**config.mk**
```make
export PLATFORM = sky130hd
export DESIGN_NAME = loopback_mch
export DESIGN_NICKNAME = d
export VERILOG_FILES = /design/src/rtl/loopback_pkg.sv /design/src/rtl/loopback_fifo.sv /design/src/rtl/loopback_mch.sv
export SDC_FILE = /design/constraint.sdc
export NUM_CORES = 1
export LEC_CHECK = 0
export ABC_AREA = 1
export ABC_CLOCK_PERIOD_IN_PS = 2500
export CAP_MARGIN = 20
export CORE_MARGIN = 2
export CORE_UTILIZATION = 45
export CTS_CLUSTER_SIZE = 16
export DETAILED_ROUTE_END_ITERATION = 10
export PLACE_DENSITY = 0.69
export SLEW_MARGIN = 15
export SYNTH_ARGS = -nofsm -noshare
export SYNTH_HDL_FRONTEND = slang
export SYNTH_HIERARCHICAL = 1
export SYNTH_SLANG_ARGS = --single-unit
```
**constraint.sdc**
```tcl
create_clock -name clk_i -period 2.5 [get_ports clk_i]
set_input_delay 0.5 -clock clk_i [delete_from_list [all_inputs] [get_ports clk_i]]
set_output_delay 0.5 -clock clk_i [all_outputs]
set_load 0.01 [all_outputs]
```
**src/rtl/loopback_pkg.sv**
```systemverilog
// Shared definitions for the multi-channel loopback engine: ASCII boundary
// constants, the optional byte transform and a constant-capable clog2.
package loopback_pkg;

  localparam logic [7:0] ASCII_UC_A  = 8'h41;
  localparam logic [7:0] ASCII_UC_Z  = 8'h5A;
  localparam logic [7:0] ASCII_D0    = 8'h30;
  localparam logic [7:0] ASCII_D8    = 8'h38;
  localparam logic [7:0] ASCII_D9    = 8'h39;
  localparam logic [7:0] ASCII_LC_OR = 8'h20;

  // Upper-case letters fold to lower case, digits rotate by one ('9' wraps to '0').
  function automatic logic [7:0] xform(input logic [7:0] b);
    if (b >= ASCII_UC_A && b <= ASCII_UC_Z) return b | ASCII_LC_OR;
    if (b >= ASCII_D0 && b <= ASCII_D8)     return b + 8'd1;
    if (b == ASCII_D9)                      return ASCII_D0;
    return b;
  endfunction

  // Smallest r with 2**r >= v; usable in parameter/port-width expressions.
  function automatic int clog2(input int v);
    for (int r = 0; r < 31; r++) begin
      if ((1 << r) >= v) return r;
    end
    return 31;
  endfunction

endpackage

```
**src/rtl/loopback_fifo.sv**
```systemverilog
// One-channel first-word-fall-through byte FIFO with a registered head,
// synchronous flush and an occupancy count that includes the head byte.
module loopback_fifo
  import loopback_pkg::*;
#(
  parameter int DEPTH = 16,
  parameter int LW    = clog2(DEPTH + 1)
) (
  input  logic          clk_i,
  input  logic          rst_i,
  input  logic          flush,
  input  logic          wr_valid,
  input  logic [7:0]    wr_data,
  output logic          wr_ready,
  output logic          rd_valid,
  output logic [7:0]    rd_data,
  input  logic          rd_ready,
  output logic [LW-1:0] level
);

  localparam int AW = clog2(DEPTH);

  logic [7:0]    mem [DEPTH];
  logic [AW-1:0] wr_ptr;
  logic [AW-1:0] rd_ptr;
  logic [AW-1:0] rd_nxt;
  logic [LW-1:0] lvl;
  logic [LW-1:0] avail;
  logic          push;
  logic          pop;
  logic          head_vld_p1;
  logic [7:0]    head_data_p1;

  // Ready depends only on registered occupancy; flush refuses the offered byte.
  assign wr_ready = (lvl < LW'(DEPTH)) & ~flush;
  assign push     = wr_valid & wr_ready;
  assign pop      = head_vld_p1 & rd_ready & ~flush;
  // Bytes already in storage from the post-pop read pointer onward.
  assign rd_nxt   = rd_ptr + AW'(pop);
  assign avail    = lvl - LW'(pop);

  // Storage array write port; contents need no reset.
  always_ff @(posedge clk_i) begin
    if (push) mem[wr_ptr] <= wr_data;
  end

  // Pointers, occupancy and the registered head byte.
  always_ff @(posedge clk_i or posedge rst_i) begin
    if (rst_i) begin
      wr_ptr       <= '0;
      rd_ptr       <= '0;
      lvl          <= '0;
      head_vld_p1  <= 1'b0;
      head_data_p1 <= '0;
    end else if (flush) begin
      wr_ptr       <= '0;
      rd_ptr       <= '0;
      lvl          <= '0;
      head_vld_p1  <= 1'b0;
    end else begin
      wr_ptr      <= wr_ptr + AW'(push);
      rd_ptr      <= rd_nxt;
      lvl         <= lvl + LW'(push) - LW'(pop);
      head_vld_p1 <= (avail != '0);
      if (avail != '0) head_data_p1 <= mem[rd_nxt];
    end
  end

  assign rd_valid = head_vld_p1;
  assign rd_data  = head_data_p1;
  assign level    = lvl;

endmodule

```
**src/rtl/loopback_mch.sv**
```systemverilog
// Multi-channel application-side loopback engine. OUT channel i is buffered
// in its own FIFO and returned on IN channel (i+ROUTE_OFS)%CHANNELS.
// Optional feature: define LOOPBACK_XFORM_EN to transform each byte on push
// (letters to lower case, digits rotated); otherwise bytes echo unchanged.
module loopback_mch
  import loopback_pkg::*;
#(
  parameter int CHANNELS  = 2,
  parameter int DEPTH     = 16,
  parameter int ROUTE_OFS = 0,
  parameter int CNT_W     = 16
) (
  input  logic                                  clk_i,
  input  logic                                  rst_i,
  input  logic [8*CHANNELS-1:0]                 out_data_i,
  input  logic [CHANNELS-1:0]                   out_valid_i,
  output logic [CHANNELS-1:0]                   out_ready_o,
  output logic [8*CHANNELS-1:0]                 in_data_o,
  output logic [CHANNELS-1:0]                   in_valid_o,
  input  logic [CHANNELS-1:0]                   in_ready_i,
  input  logic [CHANNELS-1:0]                   flush_i,
  output logic [clog2(DEPTH+1)*CHANNELS-1:0]    level_o,
  output logic [CNT_W*CHANNELS-1:0]             rx_cnt_o
);

  localparam int LW = clog2(DEPTH + 1);

  for (genvar i = 0; i < CHANNELS; i++) begin : g_ch
    localparam int D = (i + ROUTE_OFS) % CHANNELS;

    logic [7:0]       raw;
    logic [7:0]       wdata;
    logic             wr_ready;
    logic [CNT_W-1:0] rx_cnt;

    assign raw = out_data_i[8*i +: 8];
`ifdef LOOPBACK_XFORM_EN
    assign wdata = xform(raw);
`else
    assign wdata = raw;
`endif

    loopback_fifo #(
      .DEPTH (DEPTH),
      .LW    (LW)
    ) u_fifo (
      .clk_i    (clk_i),
      .rst_i    (rst_i),
      .flush    (flush_i[i]),
      .wr_valid (out_valid_i[i]),
      .wr_data  (wdata),
      .wr_ready (wr_ready),
      .rd_valid (in_valid_o[D]),
      .rd_data  (in_data_o[8*D +: 8]),
      .rd_ready (in_ready_i[D]),
      .level    (level_o[LW*i +: LW])
    );

    assign out_ready_o[i] = wr_ready;

    // Count accepted OUT bytes; wraps naturally and survives flush.
    always_ff @(posedge clk_i or posedge rst_i) begin
      if (rst_i) begin
        rx_cnt <= '0;
      end else if (out_valid_i[i] & wr_ready) begin
        rx_cnt <= rx_cnt + CNT_W'(1);
      end
    end

    assign rx_cnt_o[CNT_W*i +: CNT_W] = rx_cnt;
  end

endmodule

```
== After elaboration in Yosys (flattened, before gate mapping) ==
Memories as Yosys holds them, arrays and structs flattened. A register that Yosys moved wholly into a read port is not among the register bits.
Cells that the tools add are included.

* Flip-flop bits (word level): 60
* Memory bits (writable): 256
* Bits of input ports: 24
* Output and inout port bits: 62
* Word-level logic and storage cells: 52
* Memories kept: 2

{| class="wikitable"
|+ Memories
! name !! words !! width !! rd ports !! clocked after memory_dff !! wr ports !! RTL line !! RTL
|-
| g_ch[0].u_fifo.mem || 16 || 8 || 1 || 1 || 1 || loopback_fifo.sv:23 || <nowiki>logic [7:0] mem [DEPTH];</nowiki>
|-
| g_ch[1].u_fifo.mem || 16 || 8 || 1 || 1 || 1 || loopback_fifo.sv:23 ||
|}

* $add $sub $neg: 12
* Order comparisons: 2
* Multiplexer cells: 12
* Bitwise operators: 10
* Reductions and logical operators: 4

{| class="wikitable"
|+ Operator list
! cell !! number
|-
| $add A16 B1 Y16 const B || 2
|-
| $sub A5 B1 Y5 || 4
|-
| $add A4 B1 Y4 || 4
|-
| $mux W4 || 4
|-
| $add A5 B1 Y5 || 2
|-
| $lt A5 B5 Y1 const B || 2
|-
| $mux W5 || 2
|-
| $reduce_bool A5 Y1 || 2
|-
| $and A1 B1 Y1 || 8
|-
| $mux W1 || 6
|-
| $reduce_and A2 Y1 || 2
|-
| $not A1 Y1 || 2
|}

== Logic depth before layout (Yosys ltp) ==
* Word-level depth: 6
* Mapped depth: 14

== Modules after synthesis ==
The synthesis kept the hierarchy.

{| class="wikitable"
|+ Modules (own cells, without submodules)
! module !! times used !! cells each !! area an instance (um^2) !! sequential area each (um^2)
|-
| loopback_fifo (g_ch[0].u_fifo) || 1 || 664 || 6791.5 || 4394.2
|-
| loopback_fifo (g_ch[1].u_fifo) || 1 || 665 || 6767.7 || 4394.2
|-
| loopback_mch || 1 || 195 || 1635.3 || 800.8
|}

== Worst setup path after synthesis ==
OpenSTA, ideal clock, no wires.

* Kind: input to register
* Start: input port flush_i[0]
* End: register g_ch[0].u_fifo.lvl[4]
* Arrival time: 2.262 ns
* Setup slack: 0.161 ns
* Stages on the path: 10
* Path buffers: 1
* Path through: clkbuf_1 nor2_1 ha_1 inv_1 ha_1 inv_1 fa_1 o31ai_1 o21ai_0 a21oi_1

* Word-level cells in the longest chain between the ends: 6
* Elaborated cells between the ends (all ways): 7
* Classes of those cells: add/sub: 2; mux: 1; bitwise: 4

{| class="wikitable"
|+ RTL lines
! what !! RTL line !! RTL
|-
| from (decl) || loopback_mch.sv:21 || <nowiki>input logic [CHANNELS-1:0] flush_i,</nowiki>
|-
| $not A1 Y1 || loopback_fifo.sv:35, loopback_fifo.sv:37 ||
|-
| $and A1 B1 Y1 || loopback_fifo.sv:35 || <nowiki>assign wr_ready = (lvl < LW'(DEPTH)) & ~flush;</nowiki>
|-
| $and A1 B1 Y1 || loopback_fifo.sv:36 || <nowiki>assign push = wr_valid & wr_ready;</nowiki>
|-
| $add A5 B1 Y5 || loopback_fifo.sv:63 || <nowiki>lvl <= lvl + LW'(push) - LW'(pop);</nowiki>
|-
| $sub A5 B1 Y5 || loopback_fifo.sv:63 ||
|-
| $mux W5 (*) || loopback_fifo.sv:55 || <nowiki>end else if (flush) begin</nowiki>
|-
| to (signal assigned) || loopback_fifo.sv:63 ||
|-
| to (decl) || loopback_fifo.sv:27 || <nowiki>logic [LW-1:0] lvl;</nowiki>
|}

Every way passes the cells marked *; elsewhere a longest branch is shown, timed or not.
A chain may end at the register's enable or synchronous reset.

== Final worst setup path ==
* Start: input port in_ready_i[1]
* End: register g_ch[1].u_fifo.lvl[4]

* Word-level cells in the longest chain between the ends: 4

{| class="wikitable"
|+ RTL lines
! what !! RTL line !! RTL
|-
| from (decl) || loopback_mch.sv:20 || <nowiki>input logic [CHANNELS-1:0] in_ready_i,</nowiki>
|-
| $and A1 B1 Y1 (2 in a row) || loopback_fifo.sv:37 || <nowiki>assign pop = head_vld_p1 & rd_ready & ~flush;</nowiki>
|-
| $sub A5 B1 Y5 || loopback_fifo.sv:63 ||
|-
| $mux W5 || loopback_fifo.sv:55 ||
|-
| to (signal assigned) || loopback_fifo.sv:63 ||
|-
| to (decl) || loopback_fifo.sv:27 ||
|}

Every way passes these cells.

==> results.md <==
- The portion of the post-synthesis area used by sequential elements is between 60 and 70%.
- The part of the power in the clock network is a little under a third.
- The port buffer count is 85.
- In this run switching power makes up 28.8% of total power.
- The share of total power dissipated in combinational logic is 24.0%.
- The number of placed instances, taps included, is 2098.
- The area of the core is 0.0334 mm².
- The library cell used most frequently in the layout, excluding fill and tap cells, is sky130_fd_sc_hd__nand2_1.
- The die extent in y is 188 µm.
- The filler cells instantiated in the layout total 2907.
- The count of warnings emitted by yosys is 6.
- Relative to the synthesized area, the layout overhead comes to 20.0%.
- The final layout contains routed wiring with a total length of approximately 33 mm.
- Once the clock tree was built, the resizer swapped 0 gates to a different size.
- The number of buffers added to fix hold violations after cts is 0.
- The diode insertion count for antenna repair is 0.
- The max capacitance violation total is 0.
- Cell internal power was estimated by the tool at 0.0106 W.
- The worst slack after detailed placement is -0.367 ns.
- The area fraction of the dominant cell type after synthesis is 50.6%.
- The gate count after technology mapping is 1524.
- The ratio of routed vias to standard cells is 4.82.
- At the worst endpoint, the arrival time is around 2.8 ns.
- The flow ran to the end, and the final reports show no timing, DRC or antenna violations.
- The worst path needs roughly 2.3 ns of the cycle, external delays included.
- After clock tree synthesis, the clock-pin slew on the worst setup and hold paths is approximately 0.060 ns.
- The number of search-and-repair iterations in the first detailed-routing pass is 5.
- The insertion delay to the later sink of the worst-skew pair is 0.51 ns.
- Once the floorplan was initialized, standard cells occupied a little under half of the core.
- The number of remaining DRC errors is 0.
- The largest fanout on the critical path is 3.
- Global routing consumed, over all layers together, 19.2% of the routing resources.
- The via count of the first global-routing pass is 10271.
- Setup violations remaining at the end of the flow were counted as 0.
- The total clock buffers created by CTS is 35.
- Across the routed clock network, the largest skew measured is 0.0127 ns.
- For the pin with the worst max-slew slack, the measured transition is 0.749 ns.
- The class of the worst hold path is in -> async.
- Cells with a size suffix above 1 make up 10.5% of the layout.
- The tree built by TritonCTS fans out to 332 sinks.
- The initial antenna violation count is 0.
- The top cell types in the final layout, fill and taps aside, are sky130_fd_sc_hd__nand2_1, sky130_fd_sc_hd__inv_1, sky130_fd_sc_hd__edfxtp_1.
- The largest total area in the synthesized netlist belongs to sky130_fd_sc_hd__edfxtp_1.
- CTS placed an instance of sky130_fd_sc_hd__clkbuf_16 at the clock tree root.
- The kind of end point of the critical path is a flip-flop.
- The footprint of the multi-input gates is between 0.004 and 0.005 mm².
- The longest clock path from root to sink contains 3 buffers.
- The count of pins over their slew limit is 0.
- The data required time of the critical path is about 2.9 ns.
- The finished layout holds around 2200 standard cells, fillers aside.
- The critical path is of the in -> reg type.
- The floorplan has 67 rows.
- The die covers ~0.035 mm².
- The global routing met3 resource utilization is under 10%.
- The remaining global-route overflow is 0.
- The antenna violation net count after detailed routing is 0.
- Sequential cells account for 44.3% of the total power.
- The cell area after synthesis is 0.0152 mm².
- After synthesis, the cell types taking the most area are sky130_fd_sc_hd__edfxtp_1, sky130_fd_sc_hd__dfrtp_1, sky130_fd_sc_hd__nand2_1.
- For this design the top-level I/O count stands at 86.
- The violation count after the first detailed-route iteration is 641.
- Entering global routing, the biggest net connects 34 pins.
- The horizontal die dimension is 188 µm.
- The count of buffers added by post-CTS timing repair for setup is 0.
- In this run, distinct cell masters in the synthesized netlist total 33.
- The power density relative to cell area is 819 mW/mm².
- The worst IR drop on VDD is 634 µV.
- The worst slew margin relative to its limit is 49.9%.
- The static leakage is roughly 8.1 nW.
- The layer flagged by global routing as most heavily used is met2.
- The met1 layer usage reported by global route is 23.6%.
- The detailed router placed 10404 vias in this run.
- The maximum achievable frequency is 430 MHz.
- The synthesized netlist net count is 1576.
- Setup repair after global routing left no endpoint under its margin.
- The first global-routing pass estimated ~54 mm of wire.
- The H-tree level count is 2.
- The smallest setup slack after layout is 0.172 ns.
- The final number of hold-violating endpoints came to 0.
- The combined flip-flop and latch cell area is 0.00959 mm².
- The net switching power figure is 0.00430 W.
- A synthesized cell averages 9.97 µm².
- The number of nets in the final layout is 1739.
- The kind of start point of the critical path is an input port.
- Summed over all nets, the half-perimeter wirelength after detailed placement is between 20 and 25 mm.
- The routability congestion estimate is about 0.86.
- The post-detailed-route wirelength per cell is about 15 µm.
- The TritonCTS clock tree is built.
- Synthesis inferred 332 register bits.
- After layout, the worst path uses between 90% and 100% of the clock period.
- The fraction of met2 tracks used by global routing is between 30% and 40%.
==> synth_stat cells <==
cell and count:
sky130_fd_sc_hd__edfxtp_1 256, sky130_fd_sc_hd__inv_1 266, sky130_fd_sc_hd__bufinv_16 2, sky130_fd_sc_hd__xnor2_1 11, sky130_fd_sc_hd__o31ai_1 2, sky130_fd_sc_hd__o21ai_2 2
sky130_fd_sc_hd__ha_1 26, sky130_fd_sc_hd__nand3_2 15, sky130_fd_sc_hd__nor2_2 4, sky130_fd_sc_hd__xor2_4 2, sky130_fd_sc_hd__xor2_2 2, sky130_fd_sc_hd__inv_2 2
sky130_fd_sc_hd__nand2_1 460, sky130_fd_sc_hd__xnor2_2 3, sky130_fd_sc_hd__nor2_1 75, sky130_fd_sc_hd__o21ai_0 15, sky130_fd_sc_hd__dfrtp_1 76, sky130_fd_sc_hd__xor2_1 11
sky130_fd_sc_hd__a21oi_1 14, sky130_fd_sc_hd__nor3_1 4, sky130_fd_sc_hd__nand3b_1 3, sky130_fd_sc_hd__buf_2 29, sky130_fd_sc_hd__clkbuf_1 11, sky130_fd_sc_hd__nand2_2 3
sky130_fd_sc_hd__fa_1 2, sky130_fd_sc_hd__nand3_1 205, sky130_fd_sc_hd__nand4_1 11, sky130_fd_sc_hd__buf_4 2, sky130_fd_sc_hd__nor3_4 1, sky130_fd_sc_hd__buf_1 2
sky130_fd_sc_hd__xnor2_4 1, sky130_fd_sc_hd__buf_6 3, sky130_fd_sc_hd__clkbuf_8 3
==> logic make-up after synthesis <==
logic type,share of synthesized area [%]
DFF,63.1
and+or+nand+nor,22.1
AOI/OAI and AO/OA,1.17
adders and majority gates,2.40
buffers and inverters,8.89
xor gates and xnor gates,2.35
==> area by class of cell <==
| cell class | instances | area share, % |
|---|---|---|
| Sequential cell | 332 | 52.6 |
| Multi-Input combinational cell | 872 | 23.4 |
| Timing Repair Buffer | 176 | 9.45 |
| Inverter | 270 | 5.85 |
| Clock buffer | 45 | 5.07 |
| Tap cell | 448 | 3.08 |
| Clock inverter | 15 | 0.556 |
==> critical path: stages <==
cell,delay (ns)
sky130_fd_sc_hd__clkdlybuf4s50_1,0.46
sky130_fd_sc_hd__nand2_1,0.05
sky130_fd_sc_hd__nor2_1,0.20
sky130_fd_sc_hd__ha_1,0.27
sky130_fd_sc_hd__inv_1,0.05
sky130_fd_sc_hd__ha_1,0.15
sky130_fd_sc_hd__inv_1,0.06
sky130_fd_sc_hd__fa_1,0.40
sky130_fd_sc_hd__o31ai_1,0.34
sky130_fd_sc_hd__o21ai_0,0.14
sky130_fd_sc_hd__a21oi_1,0.14
==> layer usage <==
metal  routed length (µm)  vias up
met4                 1350        0
met3                 1650       89
li1                     -     5196
met2                16800      259
met5                    0        -
met1                13400     4860
==> flip-flops by register name, indices dropped and copies added (netlist names) <==
name                  cells
g_ch.u_fifo/mem         256
g_ch.u_fifo/level        10
g_ch.u_fifo/rd_valid      2
g_ch.u_fifo/rd_data      16
g_ch.u_fifo/rd_ptr        8
g_ch.u_fifo/wr_ptr        8
g_ch.rx_cnt              32
==> power by group through the flow <==
stage	clock network [W]	registers [W]	logic (W)
6_report	0.00473	0.00662	0.00358
5_1_grt	0.00506	0.00667	0.00401
4_1_cts	0.00482	0.00662	0.00360
3_5_place_dp	0	0.00672	0.00358
3_3_place_gp	0	0.00672	0.00352
2_1_floorplan	0	0.00680	0.00196
==> stage by stage <==
stage	utilization [%]	area (µm²)	power [W]	setup TNS [ns]	hold WS, ns
finish	54.6	18200	0.0149	0	0.423
global route	54.6	18200	0.0157	0	0.476
CTS	54.6	18200	0.0150	0	0.417
detailed placement	51.5	17200	0.0103	-3.90	0.464
global placement	51.5	17200	0.0102	-3.18	0.467
floorplan	-	15200	0.00876	0	0.489
==> path summary, 6_finish.rpt <==
check | slack (ns) | cells past startpoint | end | start
hold / removal | 0.42 | 3 | g_ch[0].u_fifo/rd_ptr[2] | rst_i
max in group asynchronous | 1.72 | 3 | g_ch[1].rx_cnt[12] | rst_i
setup / recovery | 0.17 | 11 | g_ch[1].u_fifo/level[4] | in_ready_i[1]
hold reg to reg | 0.48 | 2 | g_ch[1].u_fifo/rd_data[0] | g_ch[1].u_fifo/rd_data[0]
setup reg to reg | 0.21 | 10 | g_ch[1].u_fifo/level[4] | g_ch[1].u_fifo/level[4]
min in group clk_i | 0.48 | 2 | g_ch[1].u_fifo/rd_data[0] | g_ch[1].u_fifo/rd_data[0]
Power figures use the tool's default switching activity.
